File: src/rtl/physical_rx_eye_scan_if.sv
// physical_rx_eye_scan_if: start/data in, per-lane tap results out for the eye-scan calibrator
interface physical_rx_eye_scan_if #(
  parameter int LANES  = 1,
  parameter int DATA_W = 6,
  parameter int TAP_W  = 5
);
  logic                       i_start;
  logic [LANES*DATA_W-1:0]    i_data;
  logic [LANES*TAP_W-1:0]     o_delay_val;
  logic [LANES*(TAP_W+1)-1:0] o_eye_width;
  logic [LANES-1:0]           o_lock;
  logic                       o_busy;
  logic                       o_done;
  modport master (
    output i_start, i_data,
    input  o_delay_val, o_eye_width, o_lock, o_busy, o_done
  );
  modport slave (
    input  i_start, i_data,
    output o_delay_val, o_eye_width, o_lock, o_busy, o_done
  );
endinterface

File: src/rtl/physical_rx_eye_scan.sv
// physical_rx_eye_scan: sweeps IDELAY taps, finds the widest stable ISERDES window per lane, drives its centre
module physical_rx_eye_scan #(
  parameter int LANES         = 1,
  parameter int DATA_W        = 6,
  parameter int TAP_W         = 5,
  parameter int SETTLE_CYCLES = 16,
  parameter int SAMPLE_CYCLES = 64,
  parameter int MIN_EYE       = 4
) (
  input logic i_clk,
  input logic i_rst,
  physical_rx_eye_scan_if.slave bus
);
  localparam int MAXC = SETTLE_CYCLES > SAMPLE_CYCLES ? SETTLE_CYCLES : SAMPLE_CYCLES;
  localparam int CW = MAXC > 1 ? $clog2(MAXC) : 1;
  localparam logic [CW-1:0] S_LAST = CW'(SETTLE_CYCLES - 1);
  localparam logic [CW-1:0] P_LAST = CW'(SAMPLE_CYCLES - 1);
  localparam logic [TAP_W:0] MIN_L = (TAP_W+1)'(MIN_EYE);
  typedef enum logic [2:0] {IDLE, SETTLE, SAMPLE, EVAL, FINISH} state_t;
  state_t state, nxt;
  logic [CW-1:0] cnt;
  logic [TAP_W-1:0] tap, tap_nxt;
  logic last_cnt, sweep_nxt;
  logic [DATA_W-1:0] ref_w [LANES];
  logic              good [LANES];
  logic              ok [LANES];
  logic [TAP_W:0]    cur_len [LANES];
  logic [TAP_W:0]    best_len [LANES];
  logic [TAP_W:0]    nlen [LANES];
  logic [TAP_W-1:0]  cur_start [LANES];
  logic [TAP_W-1:0]  best_start [LANES];
  logic [TAP_W-1:0]  nstart [LANES];
  always_ff @(posedge i_clk) begin
    if (i_rst) state <= IDLE;
    else state <= nxt;
  end
  always_comb begin
    last_cnt = state == SETTLE ? cnt == S_LAST : cnt == P_LAST;
    nxt = state == IDLE   ? (bus.i_start ? SETTLE : IDLE) :
          state == SETTLE ? (last_cnt ? SAMPLE : SETTLE) :
          state == SAMPLE ? (last_cnt ? EVAL : SAMPLE) :
          state == EVAL   ? (&tap ? FINISH : SETTLE) : IDLE;
    tap_nxt = state == IDLE ? '0 : (state == EVAL && !(&tap)) ? tap + 1'b1 : tap;
    sweep_nxt = nxt == SETTLE || nxt == SAMPLE || nxt == EVAL;
    for (int n = 0; n < LANES; n++) begin
      ok[n] = good[n] && ref_w[n] != '0 && ref_w[n] != '1;
      nlen[n] = cur_len[n] + 1'b1;
      nstart[n] = cur_len[n] == '0 ? tap : cur_start[n];
    end
  end
  always_ff @(posedge i_clk) begin
    if (i_rst) begin
      tap <= '0;
      cnt <= '0;
      bus.o_delay_val <= '0;
      bus.o_eye_width <= '0;
      bus.o_lock <= '0;
      bus.o_busy <= 1'b0;
      bus.o_done <= 1'b0;
      for (int n = 0; n < LANES; n++) begin
        ref_w[n] <= '0;
        good[n] <= 1'b0;
        cur_len[n] <= '0;
        best_len[n] <= '0;
        cur_start[n] <= '0;
        best_start[n] <= '0;
      end
    end else begin
      tap <= tap_nxt;
      cnt <= nxt != state ? '0 : cnt + 1'b1;
      bus.o_busy <= nxt != IDLE;
      bus.o_done <= state == FINISH;
      for (int n = 0; n < LANES; n++) begin
        if (state == IDLE && bus.i_start) begin
          cur_len[n] <= '0;
          best_len[n] <= '0;
          cur_start[n] <= '0;
          best_start[n] <= '0;
        end
        // first word of the tap becomes the reference; any later difference marks the tap unstable
        if (state == SAMPLE && cnt == '0) begin
          ref_w[n] <= bus.i_data[n*DATA_W +: DATA_W];
          good[n] <= 1'b1;
        end else if (state == SAMPLE && bus.i_data[n*DATA_W +: DATA_W] != ref_w[n])
          good[n] <= 1'b0;
        if (state == EVAL && ok[n]) begin
          cur_len[n] <= nlen[n];
          cur_start[n] <= nstart[n];
          if (nlen[n] > best_len[n]) begin
            best_len[n] <= nlen[n];
            best_start[n] <= nstart[n];
          end
        end else if (state == EVAL)
          cur_len[n] <= '0;
        if (state == FINISH) begin
          bus.o_eye_width[n*(TAP_W+1) +: TAP_W+1] <= best_len[n];
          bus.o_lock[n] <= best_len[n] >= MIN_L;
          bus.o_delay_val[n*TAP_W +: TAP_W] <= best_len[n] >= MIN_L ? best_start[n] + best_len[n][TAP_W:1] : '0;
        end else if (sweep_nxt)
          bus.o_delay_val[n*TAP_W +: TAP_W] <= tap_nxt;
      end
    end
  end
endmodule

File: src/flat_wrapper.sv
// flat-port wrapper written by rule: the top's interface ports become plain ports
module physical_rx_eye_scan_flat 
#(
  parameter int LANES         = 1,
  parameter int DATA_W        = 6,
  parameter int TAP_W         = 5,
  parameter int SETTLE_CYCLES = 16,
  parameter int SAMPLE_CYCLES = 64,
  parameter int MIN_EYE       = 4
)
  (i_clk, i_rst, bus_i_start, bus_i_data, bus_o_delay_val, bus_o_eye_width, bus_o_lock, bus_o_busy, bus_o_done);
  physical_rx_eye_scan_if #(.LANES(LANES), .DATA_W(DATA_W), .TAP_W(TAP_W)) bus_i ();
  input logic i_clk;
  input logic i_rst;
  input wire logic [$bits(bus_i.i_start)-1:0] bus_i_start;
  input wire logic [$bits(bus_i.i_data)-1:0] bus_i_data;
  output wire logic [$bits(bus_i.o_delay_val)-1:0] bus_o_delay_val;
  output wire logic [$bits(bus_i.o_eye_width)-1:0] bus_o_eye_width;
  output wire logic [$bits(bus_i.o_lock)-1:0] bus_o_lock;
  output wire logic [$bits(bus_i.o_busy)-1:0] bus_o_busy;
  output wire logic [$bits(bus_i.o_done)-1:0] bus_o_done;
  assign bus_i.i_start = bus_i_start;
  assign bus_i.i_data = bus_i_data;
  assign bus_o_delay_val = bus_i.o_delay_val;
  assign bus_o_eye_width = bus_i.o_eye_width;
  assign bus_o_lock = bus_i.o_lock;
  assign bus_o_busy = bus_i.o_busy;
  assign bus_o_done = bus_i.o_done;
  physical_rx_eye_scan #(.LANES(LANES), .DATA_W(DATA_W), .TAP_W(TAP_W), .SETTLE_CYCLES(SETTLE_CYCLES), .SAMPLE_CYCLES(SAMPLE_CYCLES), .MIN_EYE(MIN_EYE)) u_core (.i_clk(i_clk), .i_rst(i_rst), .bus(bus_i));
endmodule
File: config.mk
export PLATFORM = sky130hd
export DESIGN_NAME = physical_rx_eye_scan_flat
export DESIGN_NICKNAME = d
export VERILOG_FILES = /design/src/rtl/physical_rx_eye_scan_if.sv /design/src/rtl/physical_rx_eye_scan.sv /design/src/flat_wrapper.sv
export SDC_FILE = /design/constraint.sdc
export NUM_CORES = 1
export LEC_CHECK = 0
export CORE_MARGIN = 2
export CORE_UTILIZATION = 58
export DETAILED_ROUTE_END_ITERATION = 7
export GPL_TIMING_DRIVEN = 0
export PLACE_DENSITY = 0.76
export SYNTH_ARGS = -nofsm -noshare
export SYNTH_HDL_FRONTEND = slang
export SYNTH_SLANG_ARGS = --single-unit
export TNS_END_PERCENT = 30
File: constraint.sdc
create_clock -name i_clk -period 3.2 [get_ports i_clk]
set_clock_uncertainty 0.2 [all_clocks]
set_input_delay 0.64 -clock i_clk [delete_from_list [all_inputs] [get_ports i_clk]]
set_output_delay 0.64 -clock i_clk [all_outputs]
set_load 0.005 [all_outputs]
==> results.md, run 1 <==
* DR WL met3 at 224 um
* Number of synthesized register bits at 57
* Crit path required time at 3.02 ns
* # Max-Cap Violations at 0
* Reg2Reg Depth at 10
* Syn Area/Cell at 9.91 um2
* CTS sink cnt at 57
* Sw power at 388 uW
* Total CTS buffers at 9
* Dpl cells at 392
* Final Setup Violations at 0
* Met2 Wirelength at 2790 um
* Die ar. at 5710 um2
* Synth warnings at 0
* Final period utilization at 95.3%
* Slew Limit Fails at 0
* # diodes at 0
* Most area-consuming cells after synthesis: edfxtp_1 29%, dfxtp_1 19%, ha_1 6.7%
* Final Wtd Congestion at 0.800
* Synth Flop Type: edfxtp_1
* Finished Layout Cells at 409
* Core Util, Final at 70.8%
* Hold depth at 2
* Layout cells sized above 1 at 9.73%
* CTS tree: built
* Fillers at 401
* Final wirelength at 6050 um
* Worst-path fanout max at 11
* IO buf count at 22
* Post-DP HPWL at 4400 um
* WP data arrival at 2.87 ns
* R2R Setup Slk at 0.15 ns
* Number of flops mapped to enable cells by yosys at 29
* Asr flop ratio synth at 0%
* Setup TNS at 0 ns
* Seq/Total Area, Yosys at 48.1%
* Cells after Synth at 300
* Yosys top cell area share at 29.3%
* Vias/cell at 5.51
* Syn Nets at 326
* FF-to-FF Start: u_core.cur_len[0][4]
* Root buffer selected by CTS: clkbuf_8
* Most common cell after layout, fill and taps aside: nor2_1
* Antenna-violating nets left at 0
* Initial Util at 59.3%
* Maximum VDD drop at 393 uV
* Sw Share at 22.1%
* Gate power share at 7.8%
* Pint at 1370 uW
* Worst-Skew Late Latency at 0.34 ns
* Outcome: finished clean
* Initial drt markers at 168
* GRT Total Usage at 23.4%
* DR top layer: met4
* # rows at 26
* Die X at 75.6 um
* Core Box Area at 5010 um2
* Crit. End Element: flip-flop
* I/O pins at 23
* Hold Path End: u_core.bus.o_eye_width[4]
* LEAKAGE at 0.00145 uW
* GRT overflow at 0
* Reg2Reg Capture Point: u_core.best_start[0][3]
* First-pass GRT wire length at 9730 um
* Fin nets at 360
* Min-delay src: u_core.bus.o_eye_width[4]
* Clk buf depth at 2
* Largest net degree at the start of global routing at 12
* Wire per inst at 14.8 um
* Post-Synthesis Cell Area at 2970 um2
* Critical path type: reg -> reg
* Clk pwr share at 45.9%
* Slew @ Worst Pin at 0.927 ns
* Vias in the first global route at 2065
* CTS clock-pin slew for the worst setup and hold paths at 0.07 ns
* Max-Slew Margin vs Limit at 37.5%
* Synth cell types at 48
* DRC errors left at 0
* Power per cell area at 494 nW/um2
* H-tree Lvls at 3
* Sequential Power Share at 46.3%
* Post-CTS Hold Fix Bufs at 0
* Final hold vios at 0
* Worst hold path class: reg -> reg
* Vias at 2252
* M1 WL at 2960 um
* Most frequent cells in the layout: 39 x nor2_1, 29 x edfxtp_1, 28 x dfxtp_1
* Layout Area Growth over Synthesis at 19.3%
* Fin area at 3550 um2
* CP Launch Type: flip-flop
* Post-DP Area at 3280 um2
* Peak Freq at 328 MHz
* Smallest hold slack at 0.256 ns
* Post-synth top area cell: edfxtp_1
* Die height at 75.6 um
* Drt first pass iters at 4
* Initial antenna violation count at 0
* Crit path time final at 3.05 ns
how the worst max path moves through the flow:
stage / startpoint / end / slack [ns] / depth (start not counted)
2_1_floorplan: u_core.cur_len[0][0] / u_core.best_len[0][0] / 0.28 / 10
3_3_place_gp: u_core.cur_len[0][0] / u_core.best_len[0][3] / -0.1 / 10
3_5_place_dp: u_core.cur_len[0][0] / u_core.best_len[0][3] / -0.14 / 10
4_1_cts: u_core.cur_len[0][0] / u_core.best_start[0][3] / 0.0009 / 10
5_1_grt: u_core.cur_len[0][4] / u_core.best_start[0][4] / -0.007 / 10
6_report: u_core.cur_len[0][4] / u_core.best_start[0][3] / 0.15 / 10
power by group through the flow:
stage / Combinational [uW] / Sequential [uW] / Clock, uW
after floorplan: 92.0 / 822 / 0
after global placement: 130 / 826 / 0
after detailed placement: 134 / 827 / 0
after CTS: 136 / 811 / 813
after global routing: 155 / 814 / 850
final: 138 / 811 / 805
logic make-up after synthesis:
logic type / share of synthesized area [%]
compound gates: 11.0
fa+ha+maj: 7.41
simple gates: 21.3
mux: 2.02
xor+xnor: 5.60
buf+inv: 4.50
flops: 48.1
critical path: stages (launching register included):
cell	delay, ns
edfxtp_1	0.49
and3_1	0.24
nand3_1	0.10
xor2_1	0.25
inv_1	0.07
ha_1	0.29
and4_1	0.22
a221oi_1	0.08
a311o_1	0.35
buf_2	0.20
nand2_2	0.24
synthesized netlist by cell type, drive strengths merged (2+ instances only):
cell type / number
o32ai: 2
a21oi: 18
and3: 11
nand2: 27
o21bai: 2
nand3b: 2
o21ai: 4
buf: 7
ha: 16
nor3: 2
mux2i: 6
nand4: 3
nor4: 6
xor2: 12
nand2b: 6
nor3b: 2
nand3: 9
nor2: 39
or2: 2
inv: 20
and2: 5
a221oi: 2
and4: 2
xnor2: 7
clkbuf: 5
a31oi: 4
and4bb: 2
a21o: 7
edfxtp: 29
nor2b: 2
dfxtp: 28
final cells by class:
class,instances,area (um2),area share [%]
Clock inverter,6,106,3.00
Sequential cell,57,1430,40.4
Timing Repair Buffer,23,228,6.42
Tap cell,70,87.6,2.47
Inverter,20,75.1,2.12
Buffer,12,58.8,1.66
Multi-Input combinational cell,211,1430,40.4
Clock buffer,10,128,3.60
sequential cells by signal, indices dropped and copies added, names as in the netlist, 3 cells and up:
register	flops
u_core.ref_w	6
u_core.cur_start	5
u_core.cnt	6
u_core.tap	5
u_core.best_start	5
u_core.bus.o_eye_width	6
u_core.state	3
u_core.best_len	6
u_core.bus.o_delay_val	5
u_core.cur_len	6
layer usage:
layer	up-vias	GRT usage, %
li1	1126	-
met1	1075	32.9
met2	42	34.0
met3	9	7.01
met4	0	8.77
met5	-	0
metrics by stage:
| stage | power (uW) | setup WS [ns] |
|---|---|---|
| final | 1750 | 0.152 |
| after global routing | 1820 | -0.00684 |
| after CTS | 1760 | 0.000890 |
| after detailed placement | 961 | -0.143 |
| after global placement | 956 | -0.0962 |
| after floorplan | 914 | 0.278 |
repair_timing:
action                                  in CTS  in global routing
pin swaps                                    0                  0
endpoints found under the setup margin      11                 11
setup buffers                                0                  1
cloned                                       0                  0
gates resized for setup                      1                  3
Note: power is estimated with default switching activity, not from simulation.
==> run 2: changes to the inputs <==
Settings changed: CORE_UTILIZATION 58 to 52, PLACE_DENSITY 0.76 to 0.72.
Clock period 3.2 ns to 2.8 ns, I/O delays scaled along.
==> run 2 against run 1 <==
The run now ends with setup timing left. Fmax rose by 7.3%. Via count grew 2.8%. Clock power fell by 10%. Largest cell class unchanged.
==> results.md, run 2 (synthesized netlist as in run 1, its figures left out) <==
* Clk pwr share at 39.0%
* Critical path buffers and inverters at 2
* Hold depth at 2
* Post-DP HPWL at 4380 um
* Crit path depth at 10
* Core Util, Final at 68.2%
* Fillers at 409
* Failing checks: setup timing
* DRC errors left at 0
* Slowest-stage cell, CP: edfxtp_1
* Layout Area Growth over Synthesis at 26.3%
* CP max stage delay at 0.48 ns
* Largest net degree at the start of global routing at 12
* Sequential standard cell area at 1430 um2
* GRT Total Usage at 21.7%
* # rows at 27
* Multi-input gate area at 1590 um2
* Vias at 2314
* Final hold vios at 0
* # Max-Cap Violations at 0
* Gate power share at 10.8%
* Maximum VDD drop at 292 uV
* Most common cell after layout, fill and taps aside: nor2_1
* Sequential Power Share at 50.2%
* Pint at 1400 uW
* CTS tree: built
* Wire per inst at 16.3 um
* Crit path time final at 2.84 ns
* Final Setup Violations at 13
* Worst-path fanout max at 5
* CTS sink cnt at 57
* LEAKAGE at 0.00150 uW
* Peak Freq at 352 MHz
* Final period utilization at 101%
* # diodes at 0
* Most frequent cells in the layout: 39 x nor2_1, 29 x edfxtp_1, 28 x dfxtp_1
* H-tree Lvls at 3
* GRT overflow at 0
* Worst setup margin at -0.0408 ns
* Reg2Reg Depth at 10
* Clk buf depth at 2
* I/O pins at 23
* Antenna-violating nets left at 0
* Die ar. at 6340 um2
* CP Launch Type: flip-flop
* First-pass GRT wire length at 10400 um
* Vias in the first global route at 2137
* Crit. End Element: flip-flop
* Die height at 79.6 um
* Slew @ Worst Pin at 0.931 ns
* Max-Slew Margin vs Limit at 37.3%
* Initial Util at 54.0%
* Critical path's top delay family: simple AND/OR/NAND/NOR gates
* Vias/cell at 5.44
* Layout cells sized above 1 at 17.0%
* Fin nets at 374
* Crit path required time at 2.76 ns
* Drt first pass iters at 4
* Post-DP Area at 3290 um2
* Critical path type: reg -> reg
* Outcome: finished, violations left
* Die X at 79.6 um
* CP Cell Sequence: ha_4 -> nand3_4 -> xor2_4 -> inv_2 -> ha_4 -> and4_4 -> a221oi_2 -> a311o_1 -> buf_2 -> nor2_1
* Sw power at 447 uW
* R2R Setup Slk at -0.04 ns
* Most common cell on crit path: ha_4
* Core Box Area at 5510 um2
* WP data arrival at 2.80 ns
* Power per cell area at 493 nW/um2
* Initial antenna violation count at 0
* Slew Limit Fails at 0
* Sw Share at 24.2%
* Fin area at 3750 um2
* Worst-Skew Late Latency at 0.34 ns
* Root buffer selected by CTS: clkbuf_8
* Final wirelength at 6940 um
* Initial drt markers at 163
* CTS clock-pin slew for the worst setup and hold paths at 0.07 ns
* Final Wtd Congestion at 0.877
* Worst hold path class: reg -> reg
* IO buf count at 22
* Total CTS buffers at 9
-- run 2: power by group through the flow --
stage                     Combinational [uW]  Sequential (uW)  Clock, uW
after floorplan                          106              939          0
after global placement                   149              944          0
after detailed placement                 153              945          0
after CTS                                166              925        726
after global routing                     220              932        764
final                                    199              929        721
-- run 2: final timing paths --
path / end / startpoint
max: u_core.best_len[0][3] / u_core.cur_len[0][0]
min: u_core.bus.o_eye_width[3] / u_core.bus.o_eye_width[3]
max reg2reg: u_core.best_len[0][3] / u_core.cur_len[0][0]
min reg2reg: u_core.bus.o_eye_width[3] / u_core.bus.o_eye_width[3]
-- run 2: per-stage QoR --
stage / setup TNS, ns / instances / hold slack [ns] / worst slack, ns / power [uW]
2_1_floorplan: 0 / 300 / 0.230 / 0.0505 / 1050
3_3_place_gp: -4.32 / 394 / 0.243 / -0.262 / 1090
3_5_place_dp: -5.09 / 394 / 0.248 / -0.301 / 1100
4_1_cts: 0 / 416 / 0.256 / 0.0213 / 1820
5_1_grt: -1.59 / 425 / 0.262 / -0.124 / 1920
6_report: -0.388 / 425 / 0.254 / -0.0408 / 1850
-- run 2: area by class of cell --
type	count	area share (%)
repair buffers	36	8.60
plain buffers	12	1.73
well taps	72	2.40
clock buffers	12	3.60
inverters	20	2.00
multi-input cells	212	42.4
clock inverters	4	1.17
flip-flops and latches	57	38.1
-- run 2: worst reg2reg max path: stages, from the launching register on --
cell      delay [ns]
edfxtp_1        0.48
ha_4            0.24
nand3_4         0.11
xor2_4          0.24
inv_2           0.08
ha_4            0.27
and4_4          0.23
a221oi_2        0.06
a311o_1         0.37
buf_2           0.17
nor2_1          0.21
-- run 2: what timing repair did --
item | in CTS | in global routing
endpoints found under the setup margin | 20 | 22
buffers inserted | 6 | 7
gates cloned | 0 | 2
gates resized for setup | 7 | 20
hold buffers | 0 | 0
pin swaps | 1 | 9
-- run 2: layer usage --
metal,GRT usage (%),up-vias,part of all wire [%]
li1,-,1152,-
met1,29.9,1087,44
met2,32.0,61,49
met3,5.66,14,4.5
met4,9.48,0,2.7
met5,0,-,0
==> run 3: changes to the inputs <==
Settings changed: GPL_ROUTABILITY_DRIVEN set to 0, REMOVE_ABC_BUFFERS set to 1.
==> run 3 against run 2 <==
Cell count shrank 2.8%. Cell area decreased by 1.9%. Critical path type unchanged. Sequential share of layout area rose by 0.75 points. The run now ends clean. Register-to-register slack improved by 0.05 ns.
==> results.md, run 3 (synthesized netlist as in run 1, its figures left out) <==
* Final hold vios at 0
* Crit. End Element: flip-flop
* Final wirelength at 6390 um
* DRC errors left at 0
* Worst hold path class: reg -> reg
* Final period utilization at 99.7%
* RSZ-0062 raised after global routing: true
* First-pass GRT wire length at 10400 um
* CP Launch Type: flip-flop
* Peak Freq at 358 MHz
* Critical path type: reg -> reg
* Crit path time final at 2.79 ns
* Final Setup Violations at 0
* Vias in the first global route at 2182
* Worst setup margin at 0.00911 ns
* Vias at 2285
* Clk buf depth at 2
* Post-DP HPWL at 4080 um
* Total CTS buffers at 9
* Slew Limit Fails at 0
* Fin area at 3680 um2
* Die X at 79.6 um
* Core Util, Final at 66.8%
* CTS tree: built
* IO buf count at 22
* Reg2Reg Depth at 9
* Post-DP Area at 3220 um2
* Most common cell after layout, fill and taps aside: nor2_1
* Drt first pass iters at 4
* Slew @ Worst Pin at 0.878 ns
* # diodes at 0
* Root buffer selected by CTS: clkbuf_8
* CTS clock-pin slew for the worst setup and hold paths at 0.07 ns
* Maximum VDD drop at 319 uV
* Total power at 1850 uW
* Initial antenna violation count at 0
* Max-Slew Margin vs Limit at 40.9%
* Outcome: finished clean
* Layout Area Growth over Synthesis at 23.8%
* I/O pins at 23
* # rows at 27
* Antenna-violating nets left at 0
* Post-Place Worst Slack at -1.27 ns
* LEAKAGE at 0.00145 uW
* FF-to-FF Start: u_core.cur_len[0][0]
* Worst-path fanout max at 7
* Reg2Reg Capture Point: u_core.best_start[0][2]
* Vias/cell at 5.53
* Gate power share at 10.6%
* Wire per inst at 15.5 um
* Post-CTS Hold Fix Bufs at 0
* Min-delay src: u_core.bus.o_eye_width[3]
* Fin nets at 362
* Slowest-stage cell, CP: edfxtp_1
* # Max-Cap Violations at 0
* WP data arrival at 2.64 ns
* Die ar. at 6340 um2
* Initial Util at 54.0%
* Worst-Skew Late Latency at 0.34 ns
* Sw power at 452 uW
* Most common cell on crit path: ha_4
* Most frequent cells in the layout: 39 x nor2_1, 29 x edfxtp_1, 28 x dfxtp_1
* H-tree Lvls at 3
* Crit path required time at 2.64 ns
* Hold depth at 2
* GRT overflow at 0
* Layout cells sized above 1 at 15.2%
* Largest net degree at the start of global routing at 22
* Die height at 79.6 um
* Pint at 1390 uW
* CP max stage delay at 0.49 ns
* CTS sink cnt at 57
* CP Cell Sequence: ha_4 -> nand3_4 -> xor2_2 -> inv_2 -> ha_4 -> and4_4 -> a221oi_2 -> a311o_2 -> nand2_4
* Fillers at 438
* R2R Setup Slk at 0.009 ns
* GRT Total Usage at 21.9%
* Sw Share at 24.5%
* Initial drt markers at 147
* Hold Path End: u_core.bus.o_eye_width[3]
* Sequential Power Share at 50.5%
* Power per cell area at 502 nW/um2
* Clk pwr share at 38.9%
* Core Box Area at 5510 um2
## run 3: changes by cell type in the layout (fill, tap and decap cells not counted), sizes merged
cell           before  now
buf                21   13
clkinv              3    0
a311o               1    2
bufinv              1    0
clkbuf             17   16
clkdlybuf4s50      22   21
dlygate4sd2         0    1
## run 3: cell type report
type                            count  area (um2)  share of cell area, %
Sequential cell                    57        1430                   38.9
Inverter                           20        75.1                   2.04
Tap cell                           72        90.1                   2.45
Timing Repair Buffer               35         320                   8.70
Clock buffer                       16         180                   4.89
Multi-Input combinational cell    213        1580                   43.0
## run 3: worst max-delay path by stage
stage | start | endpoint | cells after the start
finish | u_core.cur_len[0][0] | u_core.best_start[0][2] | 9
global route | u_core.cur_len[0][0] | u_core.best_start[0][2] | 9
CTS | u_core.cur_len[0][0] | u_core.best_len[0][4] | 9
detailed placement | i_rst | u_core.best_len[0][3] | 5
global placement | i_rst | u_core.best_len[0][0] | 5
floorplan | u_core.cur_len[0][0] | u_core.best_len[0][0] | 9
## run 3: power groups by stage
stage          combinational, uW  sequential, uW  clock (uW)
2_1_floorplan               98.6             941           0
3_3_place_gp                 143             947           0
3_5_place_dp                 147             948           0
4_1_cts                      168             928         725
5_1_grt                      216             936         762
6_report                     196             932         718
## run 3: metrics by stage
stage	hold WS, ns	TNS [ns]	std cells
CTS	0.256	0	406
global placement	0.241	-30.25	382
detailed placement	0.247	-30.16	382
floorplan	0.230	-1.29	288
global route	0.273	-0.948	413
finish	0.253	0	413
## run 3: repair_timing
| item | in CTS | in global routing |
|---|---|---|
| pin swaps | 2 | 9 |
| setup endpoints to repair | 27 | 22 |
| resized for setup | 10 | 17 |
| setup buffers | 6 | 7 |
| endpoints found under the hold margin | 0 | 0 |
| gates cloned | 2 | 0 |
## run 3: routing by layer
layer / up-vias / track usage (%) / wire (um)
li1: 1128 / - / -
met1: 1101 / 28.6 / 3090
met2: 44 / 32.9 / 2930
met3: 12 / 6.11 / 234
met4: 0 / 11.9 / 138
met5: - / 0 / 0
## run 3: critical path, delay by kind of cell (launching register included)
kind                       cells  cell delay (ns)
AOI/OAI and AO/OA              2             0.53
xor gates and xnor gates       1             0.23
adders and majority gates      2             0.50
buffers and inverters          1             0.07
DFF                            1             0.49
and+or+nand+nor                3             0.48
